--- src/rtl/cpu_pkg.sv ---
// Shared CPU definitions: ROM bus widths and the ROM access controller state encoding.
package cpu_pkg;

    localparam int ROM_ADDR_W = 8;
    localparam int ROM_DATA_W = 8;

    typedef enum logic [1:0] {
        IDLE = 2'd0,
        RD   = 2'd1,
        ACK  = 2'd2
    } rom_state_t;

endpackage

--- src/rtl/rom_access_ctrl.sv ---
// Arbitrates instruction-fetch and data-load ports onto a single ROM,
// with a starvation counter that eventually forces the low-priority port through.
module rom_access_ctrl
    import cpu_pkg::*;
#(
    parameter int DL_PRIORITY = 1,
    parameter int MAX_WAIT    = 3
) (
    input  logic                  clk,
    input  logic                  rst_n,
    input  logic                  if_req,
    input  logic [ROM_ADDR_W-1:0] if_addr,
    output logic                  if_ack,
    output logic [ROM_DATA_W-1:0] if_data,
    input  logic                  dl_req,
    input  logic [ROM_ADDR_W-1:0] dl_addr,
    output logic                  dl_ack,
    output logic [ROM_DATA_W-1:0] dl_data,
    output logic                  rom_ena,
    output logic                  rom_read,
    output logic [ROM_ADDR_W-1:0] rom_addr,
    input  logic [ROM_DATA_W-1:0] rom_data,
    output logic                  busy
);

    localparam logic       HI_IS_DL   = (DL_PRIORITY != 0);
    localparam logic [3:0] WAIT_LIMIT = 4'(MAX_WAIT);

    rom_state_t state, state_nxt;
    logic       win_dl;
    logic       grant_dl;
    logic       contend;
    logic       any_req;
    logic       low_wins;
    logic [3:0] wait_cnt;

    always_comb begin
        state_nxt = state;
        case (state)
            IDLE:    if (any_req) state_nxt = RD;
            RD:      state_nxt = ACK;
            ACK:     state_nxt = IDLE;
            default: state_nxt = IDLE;
        endcase
    end

    // A lone requester always wins; under contention the starvation limit flips the winner.
    always_comb begin
        any_req  = if_req | dl_req;
        contend  = if_req & dl_req;
        grant_dl = dl_req;
        if (contend) begin
            grant_dl = HI_IS_DL ? (wait_cnt != WAIT_LIMIT) : (wait_cnt == WAIT_LIMIT);
        end
        low_wins = (grant_dl != HI_IS_DL);
    end

    always_ff @(posedge clk or negedge rst_n) begin
        if (!rst_n) begin
            state    <= IDLE;
            win_dl   <= 1'b0;
            wait_cnt <= 4'd0;
            rom_addr <= '0;
            if_data  <= '0;
            dl_data  <= '0;
        end else begin
            state <= state_nxt;
            if (state == IDLE && any_req) begin
                rom_addr <= grant_dl ? dl_addr : if_addr;
                win_dl   <= grant_dl;
                if (low_wins) begin
                    wait_cnt <= 4'd0;
                end else if (contend && wait_cnt != WAIT_LIMIT) begin
                    wait_cnt <= wait_cnt + 4'd1;
                end
            end
            if (state == RD) begin
                if (win_dl) dl_data <= rom_data;
                else        if_data <= rom_data;
            end
        end
    end

    assign rom_ena  = (state == RD);
    assign rom_read = (state == RD);
    assign busy     = (state != IDLE);
    assign if_ack   = (state == ACK) && !win_dl;
    assign dl_ack   = (state == ACK) &&  win_dl;

endmodule

--- config.mk ---
export PLATFORM = sky130hd
export DESIGN_NAME = rom_access_ctrl
export DESIGN_NICKNAME = d
export VERILOG_FILES = /design/src/rtl/cpu_pkg.sv /design/src/rtl/rom_access_ctrl.sv
export SDC_FILE = /design/constraint.sdc
export NUM_CORES = 1
export LEC_CHECK = 0
export CAP_MARGIN = 20
export CORE_ASPECT_RATIO = 0.8
export CORE_UTILIZATION = 45
export CTS_CLUSTER_DIAMETER = 120
export CTS_CLUSTER_SIZE = 20
export DETAILED_ROUTE_END_ITERATION = 6
export PLACE_DENSITY = 0.93
export SLEW_MARGIN = 15
export SYNTH_ARGS = -nofsm -noshare
export SYNTH_HDL_FRONTEND = slang
export SYNTH_SLANG_ARGS = --single-unit
--- constraint.sdc ---
create_clock -name clk -period 2.5 [get_ports clk]
set_clock_uncertainty 0.15 [all_clocks]
set_input_delay 0.5 -clock clk [delete_from_list [all_inputs] [get_ports clk]]
set_output_delay 0.5 -clock clk [all_outputs]
set_load 0.01 [all_outputs]
==> run summary, run 1 <==
Pre-antenna DRT Iters: 4
hold buffers post-CTS: 0
headroom to the max-slew limit: 74.76%
post-DR vias/cell: 5.394
layout cell share with drive strength beyond 1: 8.427%
row cnt: 17
Max FO, Critical Path: 6
Synth Instances: 118
worst slew pin tran: 0.3787 ns
postcts setup bufs: 0
Worst Path Arrival: 1.52 ns
largest net degree at the start of global routing: 32
critical path launch point type: register
I/O pin cnt: 57
Reg clk slew, reported paths: 0.06 ns
Critical path buffers and inverters: 1
Final Routed Wirelength: 3305 um
Post-synth EDFFs: 0
sequential share of the synthesized area: 55.96%
Peak Freq: 0.4600 GHz
post-route design area: 0.002095 mm2
Power Density: 1242 mW/mm2
# fillers: 198
core area: 0.002850 mm2
most common cell in the netlist: dfrtp_1
#FFs+latches synth: 31
first-pass GRT wire length: 5340 um
Worst-Skew Late Latency: 0.28 ns
final setup violating endpoints: 0
DIE HEIGHT: 51.65 um
GRT Util Overall: 21.98%
post-route minimum period: 2.174 ns
DR iter-0 viols: 34
post-synth top area cell: dfrtp_1
unrepaired setup endpoints after global routing: false
grt total ovfl: 0
Starting Density: 48.64%
die span in x: 64.06 um
Top delay family on crit path: buffers and inverters
Final Max Tran Viols: 0
diode count: 0
synth top area cells: dfrtp_1 (56%), mux2_1 (13%), o221ai_1 (5.1%)
final hold slack: 0.3441 ns
kind of critical path: reg -> out
met3 usage: 5.482%
Post-layout nets: 206
die area: 0.003308 mm2
vias in the first global route: 1171
CP Data Required Time: 1.85 ns
number of remaining DRC errors: 0
CP max-delay cell: clkdlybuf4s50_1
Post-Syn Area: 0.001386 mm2
clock sink count: 31
post-DP HPWL: 2445 um
synth unique cells: 30
Ys Warns: 0
Pleak: 0.8865 nW
WL/cell: 15.30 um
Synth top cells by count: dfrtp_1 (31), mux2_1 (16), inv_1 (10), nand3_1 (10), nand4_1 (9)
share of the synthesized area in the top cell type: 55.96%
CTS tree: built
Synth Flop Type: dfrtp_1
hold crit path type: reg -> reg
area grow syn2layout: 51.08%
M1 GR Usage: 25.75%
crit share post-route: 86.96%
GRT busiest layer: met2
DR vias: 1165
IR drop worst, VDD: 0.8881 mV
outcome: completed
largest stage delay on the critical path: 0.58 ns
initial antenna violation count: 0
Fin. Hold Viols: 0
number of gates resized after cts: 0
Syn Nets: 147
number of buffers created by CTS: 5
number of H-tree levels: 2
total negative setup slack: 0 ns
gpl congestion: 0.8254
CP Capture Type: primary output
critical-path cell list: nor2b_2 > clkdlybuf4s50_1
Routed Antenna Nets: 0
Synth Area per Inst: 11.75 um2
clock buffer depth: 2
CTS root buf: clkbuf_8
maxcap violations: 0
Port Buffers: 56
Post-DP Area: 0.001977 mm2
fraction of registers with async set/reset: 100.0%
met2 usage: 37.41%
## metrics by stage
step | instances | power, mW | util [%] | setup slack [ns]
final | 216 | 2.601 | 73.49 | 0.3259
after detailed placement | 208 | 2.115 | 69.36 | 0.4739
after global routing | 216 | 2.755 | 73.49 | 0.2325
after floorplan | 118 | 1.479 | - | 0.8772
after CTS | 216 | 2.620 | 73.49 | 0.3116
after global placement | 208 | 2.044 | 69.36 | 0.5535
## registers in the layout (all words and copies together), names as in the netlist
signal	count
dl_data	8
if_data	8
rom_addr	8
state	2
wait_cnt	4
win_dl	1
## layout by cell type (no fill, tap or decap), types with 2 or more instances in the layout
cell             netlist  routed
o21ai_0                3       3
buf_4                  1       4
clkdlybuf4s50_1        0      56
nand3_1               10      10
nand2b_1               2       2
nand2_1                3       3
nand4_1                9       9
o221ai_1               8       8
dfrtp_1               31      31
clkbuf_8               0       6
nor2b_1                2       2
inv_1                 10      10
mux2_1                16      16
## where the power goes
group | switching, mW | total [mW] | internal, mW
clock | 0.176 | 0.498 | 0.322
combinational | 0.516 | 1.20 | 0.682
sequential | 0.159 | 0.905 | 0.746
total | 0.850 | 2.60 | 1.75
## routing by layer
layer / wire length, um / vias up
li1: - / 541
met1: 1372 / 562
met2: 1651 / 56
met3: 255 / 6
met4: 26 / 0
met5: 0 / -
## worst paths after layout
path | start | to | slack (ns) | cells past startpoint
max | state[0] | rom_read | 0.33 | 2
min | dl_data[2] | dl_data[2] | 0.34 | 1
max reg2reg | state[0] | if_data[3] | 0.83 | 3
min reg2reg | dl_data[2] | dl_data[2] | 0.34 | 1
max in group asynchronous | rst_n | rom_addr[2] | 1.46 | 2
min in group asynchronous | rst_n | if_data[6] | 0.46 | 2
## final cells by class
type	instances	area [um2]	area share, %
Sequential cell	31	775.7	37.04
Timing Repair Buffer	60	590.6	28.20
Multi-Input combinational cell	68	521.8	24.91
Clock buffer	6	82.58	3.943
Tap cell	38	47.55	2.270
Inverter	11	41.29	1.971
Clock inverter	2	35.03	1.673
## cells by family (layout without fill, tap and decap cells)
family | count (synthesis) | count (layout) | synth area share [%]
buf+inv | 19 | 79 | 6.408
compound gates | 15 | 15 | 8.033
fa+ha+maj | 1 | 1 | 0.9024
flops | 31 | 31 | 55.96
mux | 16 | 16 | 13.00
simple gates | 36 | 36 | 15.70
Note: power is estimated with default switching activity, not from simulation.
==> inputs of run 2 (changes only) <==
--- a/config.mk
+++ b/config.mk
@@ -7,11 +7,12 @@
 export LEC_CHECK = 0
 export CAP_MARGIN = 20
 export CORE_ASPECT_RATIO = 0.8
-export CORE_UTILIZATION = 45
+export CORE_UTILIZATION = 42
 export CTS_CLUSTER_DIAMETER = 120
 export CTS_CLUSTER_SIZE = 20
 export DETAILED_ROUTE_END_ITERATION = 6
-export PLACE_DENSITY = 0.93
+export GPL_TIMING_DRIVEN = 0
+export PLACE_DENSITY = 0.89
 export SLEW_MARGIN = 15
 export SYNTH_ARGS = -nofsm -noshare
 export SYNTH_HDL_FRONTEND = slang
==> constraint.sdc (replaced) <==
create_clock -name clk -period 2.4 [get_ports clk]
set_clock_uncertainty 0.15 [all_clocks]
set_input_delay 0.48 -clock clk [delete_from_list [all_inputs] [get_ports clk]]
set_output_delay 0.48 -clock clk [all_outputs]
set_load 0.01 [all_outputs]
==> run 2 against run 1 <==
  * Global-route usage shrank 2.1 points
  * Critical path depth grew 2
  * Combinational power grew 6%
  * Wire length shrank 2.3%
  * Final area grew 0.78%
  * Sequential cell count is the same
  * Count of clock-buffer cells in the layout is the same
  * Sequential power grew 4.1%
  * Sequential share of layout area shrank 0.29 points
  * Largest cell class unchanged
==> run summary, run 2 (same netlist as run 1, synthesis figures left out) <==
IR drop worst, VDD: 0.5688 mV (was 0.8881 mV)
row cnt: 18 (was 17)
largest stage delay on the critical path: 0.47 ns (was 0.58 ns)
diode count: 0 (unchanged)
post-DR vias/cell: 5.362 (was 5.394)
DIE HEIGHT: 53.39 um (was 51.65 um)
CTS tree: built (unchanged)
area of the multi-input gates: 521.8 um2 (unchanged)
Worst Path Arrival: 1.65 ns (was 1.52 ns)
commonest cells after routing, fill and taps aside: clkdlybuf4s50_1 (55), dfrtp_1 (31), mux2_1 (16), inv_1 (10), nand3_1 (10) (was clkdlybuf4s50_1 (56), dfrtp_1 (31), mux2_1 (16), inv_1 (10), nand3_1 (10))
Pleak: 0.8958 nW (was 0.8865 nW)
Worst-Skew Late Latency: 0.28 ns (about the same)
clock sink count: 31 (unchanged)
largest net degree at the start of global routing: 32 (unchanged)
number of H-tree levels: 2 (unchanged)
hold buffers post-CTS: 0 (unchanged)
GRT Util Overall: 19.88% (was 21.98%)
Pwr Total: 2.748 mW (was 2.601 mW)
Pre-antenna DRT Iters: 4 (unchanged)
die area: 0.003536 mm2 (was 0.003308 mm2)
# fillers: 220 (was 198)
critical-path cell list: nor2_1 > buf_6 > inv_1 > clkdlybuf4s50_1 (was nor2b_2 > clkdlybuf4s50_1)
final setup violating endpoints: 0 (unchanged)
first-pass GRT wire length: 4947 um (was 5340 um)
layout cell share with drive strength beyond 1: 9.945% (was 8.427%)
reg-to-reg critical path endpoint: win_dl (was if_data[3])
Peak Freq: 0.4380 GHz
maxcap violations: 0 (unchanged)
worst setup path endpoint: busy (was rom_read)
headroom to the max-slew limit: 54.99% (was 74.76%)
Routed Antenna Nets: 0 (unchanged)
pre-CTS setup slack: 0.1888 ns (was 0.4739 ns)
core area: 0.003108 mm2 (was 0.002850 mm2)
Fin. Hold Viols: 0 (unchanged)
die span in x: 66.24 um (was 64.06 um)
number of buffers created by CTS: 5 (unchanged)
total negative setup slack: 0 ns (unchanged)
unrepaired setup endpoints after global routing: false (unchanged)
Post-layout nets: 209 (was 206)
critical path launch point type: register (unchanged)
CP Capture Type: primary output (unchanged)
postcts setup bufs: 0 (unchanged)
CP max-delay cell: clkdlybuf4s50_1 (unchanged)
initial antenna violation count: 0 (unchanged)
Starting Density: 44.61% (was 48.64%)
DR iter-0 viols: 37 (was 34)
leading registers by flop count: dl_data: 8 flops, if_data: 8 flops, rom_addr: 8 flops (unchanged)
Non-Filler Instances: 221 (was 216)
I/O pin cnt: 57 (unchanged)
Max FO, Critical Path: 19 (was 6)
Final Max Tran Viols: 0 (unchanged)
reg2reg setup slack: 0.81 ns (was 0.83 ns)
DR vias: 1185 (was 1165)
area grow syn2layout: 52.26% (was 51.08%)
Port Buffers: 56 (unchanged)
R2R Path Start: wait_cnt[0] (was state[0])
CP Data Required Time: 1.77 ns (was 1.85 ns)
Placed Instances: 214 (was 208)
Worst Setup SP: state[1] (was state[0])
Reg2Reg Depth: 5 (was 3)
hold crit path type: in -> async (was reg -> reg)
worst slew pin tran: 0.6751 ns (was 0.3787 ns)
grt total ovfl: 0 (unchanged)
number of remaining DRC errors: 0 (unchanged)
CTS root buf: clkbuf_8 (unchanged)
vias in the first global route: 1063 (was 1171)
Storage cell area: 775.7 um2 (unchanged)
WL/cell: 14.61 um (was 15.30 um)
Final Routed Wirelength: 3228 um (was 3305 um)
clock buffer depth: 2 (unchanged)
crit share post-route: 95.12%
Reg clk slew, reported paths: 0.07 ns (was 0.06 ns)
Power Density: 1302 mW/mm2 (was 1242 mW/mm2)
final hold slack: 0.08053 ns (was 0.3441 ns)
Final WS setup: 0.1171 ns (was 0.3259 ns)
leading cell type in the layout, fill and taps excluded: clkdlybuf4s50_1 (unchanged)
post-DP HPWL: 2314 um (was 2445 um)
outcome: completed (unchanged)
gpl congestion: 0.7097 (was 0.8254)
kind of critical path: reg -> out (unchanged)
post-route minimum period: 2.283 ns
==> run 2: cell types whose count changed in the layout (fill, tap and decap cells not counted), sizes merged <==
cell	previous run	this run
buf	4	7
clkbuf	6	7
clkdlybuf4s50	56	55
==> run 2: timing repair <==
action                                  in CTS  in global routing
endpoints found under the setup margin       1                  1
resized for setup                            1                  1
pin swaps                                    0                  0
==> run 2: area by class of cell <==
class                           instances  area share [%]
Timing Repair Buffer                   56           26.32
Sequential cell                        31           36.75
Multi-Input combinational cell         68           24.72
Inverter                               11           1.956
Clock buffer                            6           3.912
Buffer                                  7           2.312
Clock inverter                          2           1.660
Tap cell                               40           2.371
==> run 2: worst min path at each step <==
stage / endpoint / slack (ns) / cells after the start
6_report: if_data[3] / 0.08 / 1
2_1_floorplan: dl_data[0] / 0.03 / 0
5_1_grt: if_data[6] / 0.14 / 1
3_5_place_dp: if_data[6] / 0.33 / 1
3_3_place_gp: if_data[6] / 0.32 / 1
4_1_cts: if_data[4] / 0.10 / 1
==> run 2: layer usage <==
layer | global-route usage [%] | part of all wire [%] | vias up | wire (um)
met4 | 9.574 | 1.6 | 0 | 53
met2 | 33.16 | 47 | 57 | 1524
met3 | 5.388 | 6.6 | 7 | 214
met5 | 0 | 0 | - | 0
met1 | 23.85 | 44 | 575 | 1435
li1 | - | - | 546 | -
==> run 2: critical path: cells and delay by family, from the launching register on <==
family / cells / cell delay [ns]
buffers and inverters: 3 / 0.73
DFF: 1 / 0.44
and+or+nand+nor: 1 / 0.19
==> run 2: where the power goes <==
group / switching, mW / internal, mW / leakage [nW]
logic: 0.534 / 0.739 / 0.459
registers: 0.165 / 0.777 / 0.375
clock network: 0.197 / 0.336 / 0.0612
total: 0.896 / 1.85 / 0.896
==> run 2: through the flow <==
step / area, um2 / utilization, %
floorplan: 1386 / -
global placement: 1997 / 64.25
detailed placement: 1992 / 64.09
CTS: 2107 / 67.79
global route: 2111 / 67.91
finish: 2111 / 67.91
